`src/rtl/fetch_pc_unit_if.sv`:
```
// fetch_pc_unit_if: shared types and the fetch-stage bus between pipeline control and the PC unit
package fetch_pc_pkg;
  typedef logic [31:0] WORD;
  typedef enum logic [1:0] {
    NO_STALL_PIPELINE = 2'd0,
    STALL_PIPELINE    = 2'd1
  } stall_pipeline_sig;
endpackage

// Inputs: load mode, stall, branch redirect. Outputs: fetch address/valid, decode PC, fetch count.
interface fetch_pc_unit_if;
  import fetch_pc_pkg::*;
  logic              program_mem_write_en_i;
  stall_pipeline_sig stall_pipeline_i;
  logic              branch_taken_i;
  WORD               branch_target_i;
  WORD               instruction_addr_o;
  logic              is_valid_o;
  WORD               decode_pc_o;
  WORD               fetch_count_o;
  modport master (
    output program_mem_write_en_i, stall_pipeline_i, branch_taken_i, branch_target_i,
    input  instruction_addr_o, is_valid_o, decode_pc_o, fetch_count_o
  );
  modport slave (
    input  program_mem_write_en_i, stall_pipeline_i, branch_taken_i, branch_target_i,
    output instruction_addr_o, is_valid_o, decode_pc_o, fetch_count_o
  );
endinterface

```
`src/rtl/fetch_pc_unit.sv`:
```
// fetch_pc_unit: Thumb fetch PC stage with stall hold, branch redirect, load-mode park and fetch counter
// Ports: clk_i rising-edge clock; reset_i async active-low reset; bus (slave) carries
// load/stall/branch inputs and fetch address, valid, decode-aligned PC and saturating count.
module fetch_pc_unit
  import fetch_pc_pkg::*;
#(
  parameter WORD RESET_VECTOR = 32'h0000_0000
) (
  input logic           clk_i,
  input logic           reset_i,
  fetch_pc_unit_if.slave bus
);
  typedef enum logic [1:0] {IDLE, LOAD, RUN} state_t;
  localparam WORD PC_RESET = {RESET_VECTOR[31:1], 1'b0};
  state_t fsm_q, fsm_d;
  WORD    fetch_pc_q, fetch_pc_d;
  WORD    decode_pc_q, decode_pc_d;
  WORD    fetch_count_q, fetch_count_d;
  logic   run, stall, br, valid;
  always_comb begin
    run   = fsm_q == RUN;
    stall = bus.stall_pipeline_i != NO_STALL_PIPELINE;
    br    = bus.branch_taken_i;
    valid = run & ~br;
    // Every state leaves for LOAD while loading and for RUN otherwise.
    fsm_d = bus.program_mem_write_en_i ? LOAD : RUN;
    // A branch beats a stall: the stalled instruction is younger and gets squashed.
    fetch_pc_d = (!run || bus.program_mem_write_en_i) ? PC_RESET :
                 br    ? {bus.branch_target_i[31:1], 1'b0} :
                 stall ? fetch_pc_q : fetch_pc_q + 32'd2;
    // Tracks instruction_mem's stored PC so decode_pc_o lines up with its output word.
    decode_pc_d   = (!stall || br) ? fetch_pc_q : decode_pc_q;
    fetch_count_d = (valid && !stall && fetch_count_q != 32'hFFFF_FFFF) ? fetch_count_q + 32'd1 : fetch_count_q;
  end
  always_ff @(posedge clk_i or negedge reset_i)
    if (!reset_i) begin
      fsm_q         <= IDLE;
      fetch_pc_q    <= PC_RESET;
      decode_pc_q   <= '0;
      fetch_count_q <= '0;
    end else begin
      fsm_q         <= fsm_d;
      fetch_pc_q    <= fetch_pc_d;
      decode_pc_q   <= decode_pc_d;
      fetch_count_q <= fetch_count_d;
    end
  assign bus.instruction_addr_o = fetch_pc_q;
  assign bus.is_valid_o         = valid;
  assign bus.decode_pc_o        = decode_pc_q;
  assign bus.fetch_count_o      = fetch_count_q;
endmodule

```
`src/flat_wrapper.sv`:
```
// flat-port wrapper written by rule: the top's interface ports become plain ports
module fetch_pc_unit_flat import fetch_pc_pkg::*;
#(
  parameter WORD RESET_VECTOR = 32'h0000_0000
)
  (clk_i, reset_i, bus_program_mem_write_en_i, bus_stall_pipeline_i, bus_branch_taken_i, bus_branch_target_i, bus_instruction_addr_o, bus_is_valid_o, bus_decode_pc_o, bus_fetch_count_o);
  fetch_pc_unit_if bus_i ();
  input logic clk_i;
  input logic reset_i;
  input wire logic [$bits(bus_i.program_mem_write_en_i)-1:0] bus_program_mem_write_en_i;
  input wire logic [$bits(bus_i.stall_pipeline_i)-1:0] bus_stall_pipeline_i;
  input wire logic [$bits(bus_i.branch_taken_i)-1:0] bus_branch_taken_i;
  input wire logic [$bits(bus_i.branch_target_i)-1:0] bus_branch_target_i;
  output wire logic [$bits(bus_i.instruction_addr_o)-1:0] bus_instruction_addr_o;
  output wire logic [$bits(bus_i.is_valid_o)-1:0] bus_is_valid_o;
  output wire logic [$bits(bus_i.decode_pc_o)-1:0] bus_decode_pc_o;
  output wire logic [$bits(bus_i.fetch_count_o)-1:0] bus_fetch_count_o;
  assign bus_i.program_mem_write_en_i = bus_program_mem_write_en_i;
  assign bus_i.stall_pipeline_i = bus_stall_pipeline_i;
  assign bus_i.branch_taken_i = bus_branch_taken_i;
  assign bus_i.branch_target_i = bus_branch_target_i;
  assign bus_instruction_addr_o = bus_i.instruction_addr_o;
  assign bus_is_valid_o = bus_i.is_valid_o;
  assign bus_decode_pc_o = bus_i.decode_pc_o;
  assign bus_fetch_count_o = bus_i.fetch_count_o;
  fetch_pc_unit #(.RESET_VECTOR(RESET_VECTOR)) u_core (.clk_i(clk_i), .reset_i(reset_i), .bus(bus_i));
endmodule
```
`config.mk`:
```
export PLATFORM = sky130hd
export DESIGN_NAME = fetch_pc_unit_flat
export DESIGN_NICKNAME = d
export VERILOG_FILES = /design/src/rtl/fetch_pc_unit_if.sv /design/src/rtl/fetch_pc_unit.sv /design/src/flat_wrapper.sv
export SDC_FILE = /design/constraint.sdc
export NUM_CORES = 1
export LEC_CHECK = 0
export ABC_AREA = 0
export CAP_MARGIN = 10
export CORE_MARGIN = 10
export CORE_UTILIZATION = 41
export CTS_BUF_LIST = sky130_fd_sc_hd__clkbuf_8
export DETAILED_ROUTE_END_ITERATION = 8
export DONT_BUFFER_PORTS = 1
export PLACE_DENSITY = 0.54
export SLEW_MARGIN = 10
export SYNTH_ARGS = -nofsm -noshare
export SYNTH_HDL_FRONTEND = slang
export SYNTH_SLANG_ARGS = --single-unit
```
`constraint.sdc`:
```
create_clock -name clk_i -period 2.3 [get_ports clk_i]
set_clock_uncertainty 0.2 [all_clocks]
set_input_delay 0.69 -clock clk_i [delete_from_list [all_inputs] [get_ports clk_i]]
set_output_delay 0.69 -clock clk_i [all_outputs]
set_load 0.05 [all_outputs]
```
* After elaboration in Yosys (flattened, before gate mapping)
Index checks and enable logic that the tools add are counted.
Storage, ports and cells: register bits after elaboration 98, bits in latches 0, bits in writable memories 0, bits in read-only memories 0, logic and storage cells 22, memories kept 0
Operators by class: add/sub/neg operators 2, multiply operators 0, div/mod/pow operators 0, magnitude comparators 0, equal/unequal tests 3, shifts and indexed selects 0, mux-type cells 4, bitwise gates (word level) 2, reduce and logical (&&, ||, !) cells 7
Operators by type and width (count):
- two-way mux 32 bit | 3
- adder 32 x 1 -> 32 bit, second input constant | 1
- adder 32 x 2 -> 32 bit, second input constant | 1
- inequality test 32 bit, second input constant | 1
- inequality test 3 bit, second input constant | 1
- equality test 2 bit, second input constant | 1
- logical AND 1 bit | 2
- logical NOT 1 bit | 2
- logical OR 1 bit | 2
- two-way mux 2 bit | 1
- nonzero test 2 bit | 1
- bitwise AND 1 bit | 1
- NOT 1 bit | 1

* Depth between registers and ports, before layout
depth in word-level cells 4, mapped depth 8, mapped depth without buffers 6

* Least setup slack after synthesis
No wires, ideal clock.
kind input to register, from input port bus_branch_taken_i, to register u_core.fetch_count_q[29], in the netlist u_core.bus.fetch_count_o[29], arrival time 2.346 ns, data required time 1.958 ns, setup slack -0.389 ns, stages on the path 5, path through nor3b_2 -> nand2_1 -> a2111oi_4 -> nand4_1 -> xnor2_1
Between the ends: longest elaborated chain between the ends 4
Ends and longest elaborated chain:
- start: declaration | line flat_wrapper.sv:12 | input wire logic [$bits(bus_i.branch_taken_i)-1:0] bus_branch_taken_i;
- NOT 1 bit | line fetch_pc_unit.sv:24 | valid = run & ~br;
- bitwise AND 1 bit | line fetch_pc_unit.sv:24
- logical AND 1 bit (2 in a row) | line fetch_pc_unit.sv:33 | fetch_count_d = (valid && !stall && fetch_count_q != 32'hFFFF_FFFF) ? fetch_count_q + 32'd1 : fetch_count_q;
- end signal: assignment | line fetch_pc_unit.sv:45 | fetch_count_q <= fetch_count_d;
- end: declaration | line fetch_pc_unit.sv:18 | WORD fetch_count_q, fetch_count_d;
No other way between the ends. A chain may end at the register's enable or synchronous reset.

* Final worst setup path
from register u_core.fsm_q[0], to output port bus_is_valid_o
Between the ends: longest elaborated chain between the ends 2
Ends and longest elaborated chain:
- start: declaration | line fetch_pc_unit.sv:15 | state_t fsm_q, fsm_d;
- start signal: assignment | line fetch_pc_unit.sv:42 | fsm_q <= fsm_d;
- equality test 2 bit | line fetch_pc_unit.sv:21 | run = fsm_q == RUN;
- bitwise AND 1 bit | line fetch_pc_unit.sv:24
- end: declaration | line flat_wrapper.sv:15 | output wire logic [$bits(bus_i.is_valid_o)-1:0] bus_is_valid_o;
No other way between the ends.

==> flow_summary.json <==
{
  "outcome": "complete, but fails checks",
  "violations": "hold timing",
  "finalCritPeriodShare_pct": 96.35,
  "critPathBufInv": 1,
  "layout.cells.most_common": "dfrtp_1",
  "die_w_um": 127.1,
  "path_cells": "nor3b_4 -> buf_4",
  "nets": 561,
  "antenna_left": 0,
  "layout-drive-gt1-share_pct": 27.81,
  "start_util_pct": 41.57,
  "cp-end-kind": "primary output",
  "max_slew_margin_pct": 62.14,
  "synth_edf_count": 0,
  "worstMarginPinSlew_ns": 0.5679,
  "hold_path_class": "input pin to asynchronous set/reset pin",
  "whs_ns": -0.2082,
  "max-vdd-ir-drop_uv": 518.6,
  "syn_area_mm2": 0.004706,
  "dr.pass1.iters": 4,
  "cp_slowest_stage_delay_ns": 0.41,
  "slew_violations": 0,
  "critical_path_required_ns": 1.41,
  "startpoint_type": "register",
  "r2r_start": "u_core.bus.fetch_count_o[0]",
  "max_freq_ghz": 0.4512,
  "cts_tree": "yes",
  "overflow": 0,
  "clock_latency_ns": 0.38,
  "via_per_inst": 5.419,
  "hold_viol": 96,
  "startpoint": "u_core.fsm_q[0]",
  "dieArea_mm2": 0.01616,
  "drv_cap": 0,
  "wirelength_um": 13020,
  "core-area_mm2": 0.01132,
  "final_cell_mix": "92 x dfrtp_1, 83 x buf_4, 35 x nand3_1, 35 x nand2_1, 34 x xnor2_1",
  "syn_avg_cell_area_um2": 10.55,
  "r2r_slack_ns": 0.10,
  "synth.ff_latch_count": 96,
  "crit_type": "register to primary output",
  "row_count": 39,
  "vias": 3625,
  "final_area_mm2": 0.005648,
  "track_usage_pct": 16.08,
  "ys_types": 44,
  "seq_area_frac_synth_pct": 51.05,
  "p_leak_nw": 2.587,
  "ys_warn_count": 0,
  "synth_ff_type": "dfrtp_1",
  "area_growth_pct": 20.02,
  "hpwl_um": 9874,
  "antenna_found_initial": 1,
  "avgRoutedWirePerCell_um": 19.46,
  "grt_first_pass_wirelength_um": 20800,
  "clockBufferDepth": 2,
  "power_density_mw_per_mm2": 606.6,
  "finalCriticalPeriod_ns": 2.216,
  "syn_inst": 446,
  "drt_iter0_markers": 191,
  "io_pins": 135,
  "cts_made_buffers": 9,
  "grt_max_degree": 97,
  "clk_pin_slew_ns": 0.09,
  "h-tree-depth": 3,
  "cp_data_arrival_time_ns": 1.33,
  "place_area_mm2": 0.005419,
  "place.gp.congestion": 0.8663,
  "io_buffer_count": 0,
  "drc": 0,
  "async_flop_share_pct": 100.0,
  "grt_pass1_vias": 3834,
  "cts.sinks": 96,
  "setup-violations-final": 0,
  "fp.dieH_um": 127.1,
  "cpLargestDelayFamily": "flip-flops",
  "path_max_fanout": 4,
  "cp_slowest_cell": "dfrtp_1",
  "cts-root-buf": "clkbuf_8"
}
==> final cells by class <==
type	instances	area [µm²]
tap	143	178.9
sequential	96	2407
fill	1069	5673
clock buffer	13	178.9
multi-input combinational	321	2185
antenna	1	2.502
timing repair buffer	83	623.1
clock inverter	3	38.79
inverter	9	33.78
==> what timing repair did <==
item	in CTS	in global routing
gates resized for setup	0	1
setup buffers	0	1
endpoints found under the setup margin	0	5
hold endpoints to repair	96	96
==> path summary, 6_finish.rpt <==
path / to / cells past startpoint
min reg2reg: u_core.bus.fetch_count_o[14] / 1
max reg2reg: u_core.bus.fetch_count_o[29] / 7
min: u_core.bus.fetch_count_o[12] / 0
max in group asynchronous: u_core.bus.instruction_addr_o[19] / 0
min in group clk_i: u_core.fsm_q[0] / 0
max: bus_is_valid_o / 2
==> power breakdown <==
part / leakage, nW / internal (W) / switching [W]
clock: 0.117 / 0.000616 / 0.000583
sequential: 1.31 / 0.00174 / 0.000103
combinational: 1.16 / 0.000127 / 0.000255
total: 2.59 / 0.00249 / 0.000940
==> per-layer routing <==
layer | global-route usage [%] | share of wire, % | up-vias
met5 | 0 | 0 | -
met3 | 9.098 | 12 | 16
met1 | 17.59 | 38 | 1778
met2 | 25.64 | 48 | 97
li1 | - | - | 1734
met4 | 5.760 | 1.6 | 0
==> cells by family after synthesis <==
kind of cell,share of synthesized area [%]
buf+inv,2.978
flops,51.05
other cells,0.07969
compound gates,7.525
fa+ha+maj,0.7977
mux,7.604
xor+xnor,10.42
simple gates,19.54
==> stage by stage <==
stage	worst slack, ns	TNS (ns)	util [%]	total power [W]	std cells
after floorplan	-0.06446	-0.2864	-	0.002148	447
after global placement	0.1157	0	47.87	0.002258	651
after detailed placement	0.1059	0	47.87	0.002268	651
after CTS	0.04419	0	49.79	0.003490	667
after global routing	-0.006868	-0.009573	49.87	0.003576	668
final	0.08386	0	49.89	0.003426	669
==> synth_stat cells, drive strengths merged, types with 3 or more instances <==
library cell / number / area (µm²)
dfrtp: 96 / 2402
nand2: 36 / 135.1
nand3: 35 / 175.2
xnor2: 34 / 297.8
mux2: 30 / 337.8
nand4: 25 / 162.6
nor2: 24 / 92.59
o21ai: 22 / 110.1
xor2: 22 / 192.7
a21oi: 19 / 95.09
and3: 13 / 82.58
clkbuf: 11 / 41.29
nor3: 11 / 55.05
buf: 10 / 65.06
and4: 9 / 85.08
inv: 9 / 33.78
nor4: 6 / 50.04
a211oi: 4 / 30.03
and2: 4 / 25.02
a31oi: 3 / 18.77
ha: 3 / 37.54
o211a: 3 / 30.03
==> flip-flops by register name, indices dropped and copies added, names as in the netlist <==
name / count
u_core.bus.instruction_addr_o: 31
u_core.fsm_q: 2
u_core.bus.fetch_count_o: 32
u_core.bus.decode_pc_o: 31
No activity file was read; power rests on OpenSTA's default activity.
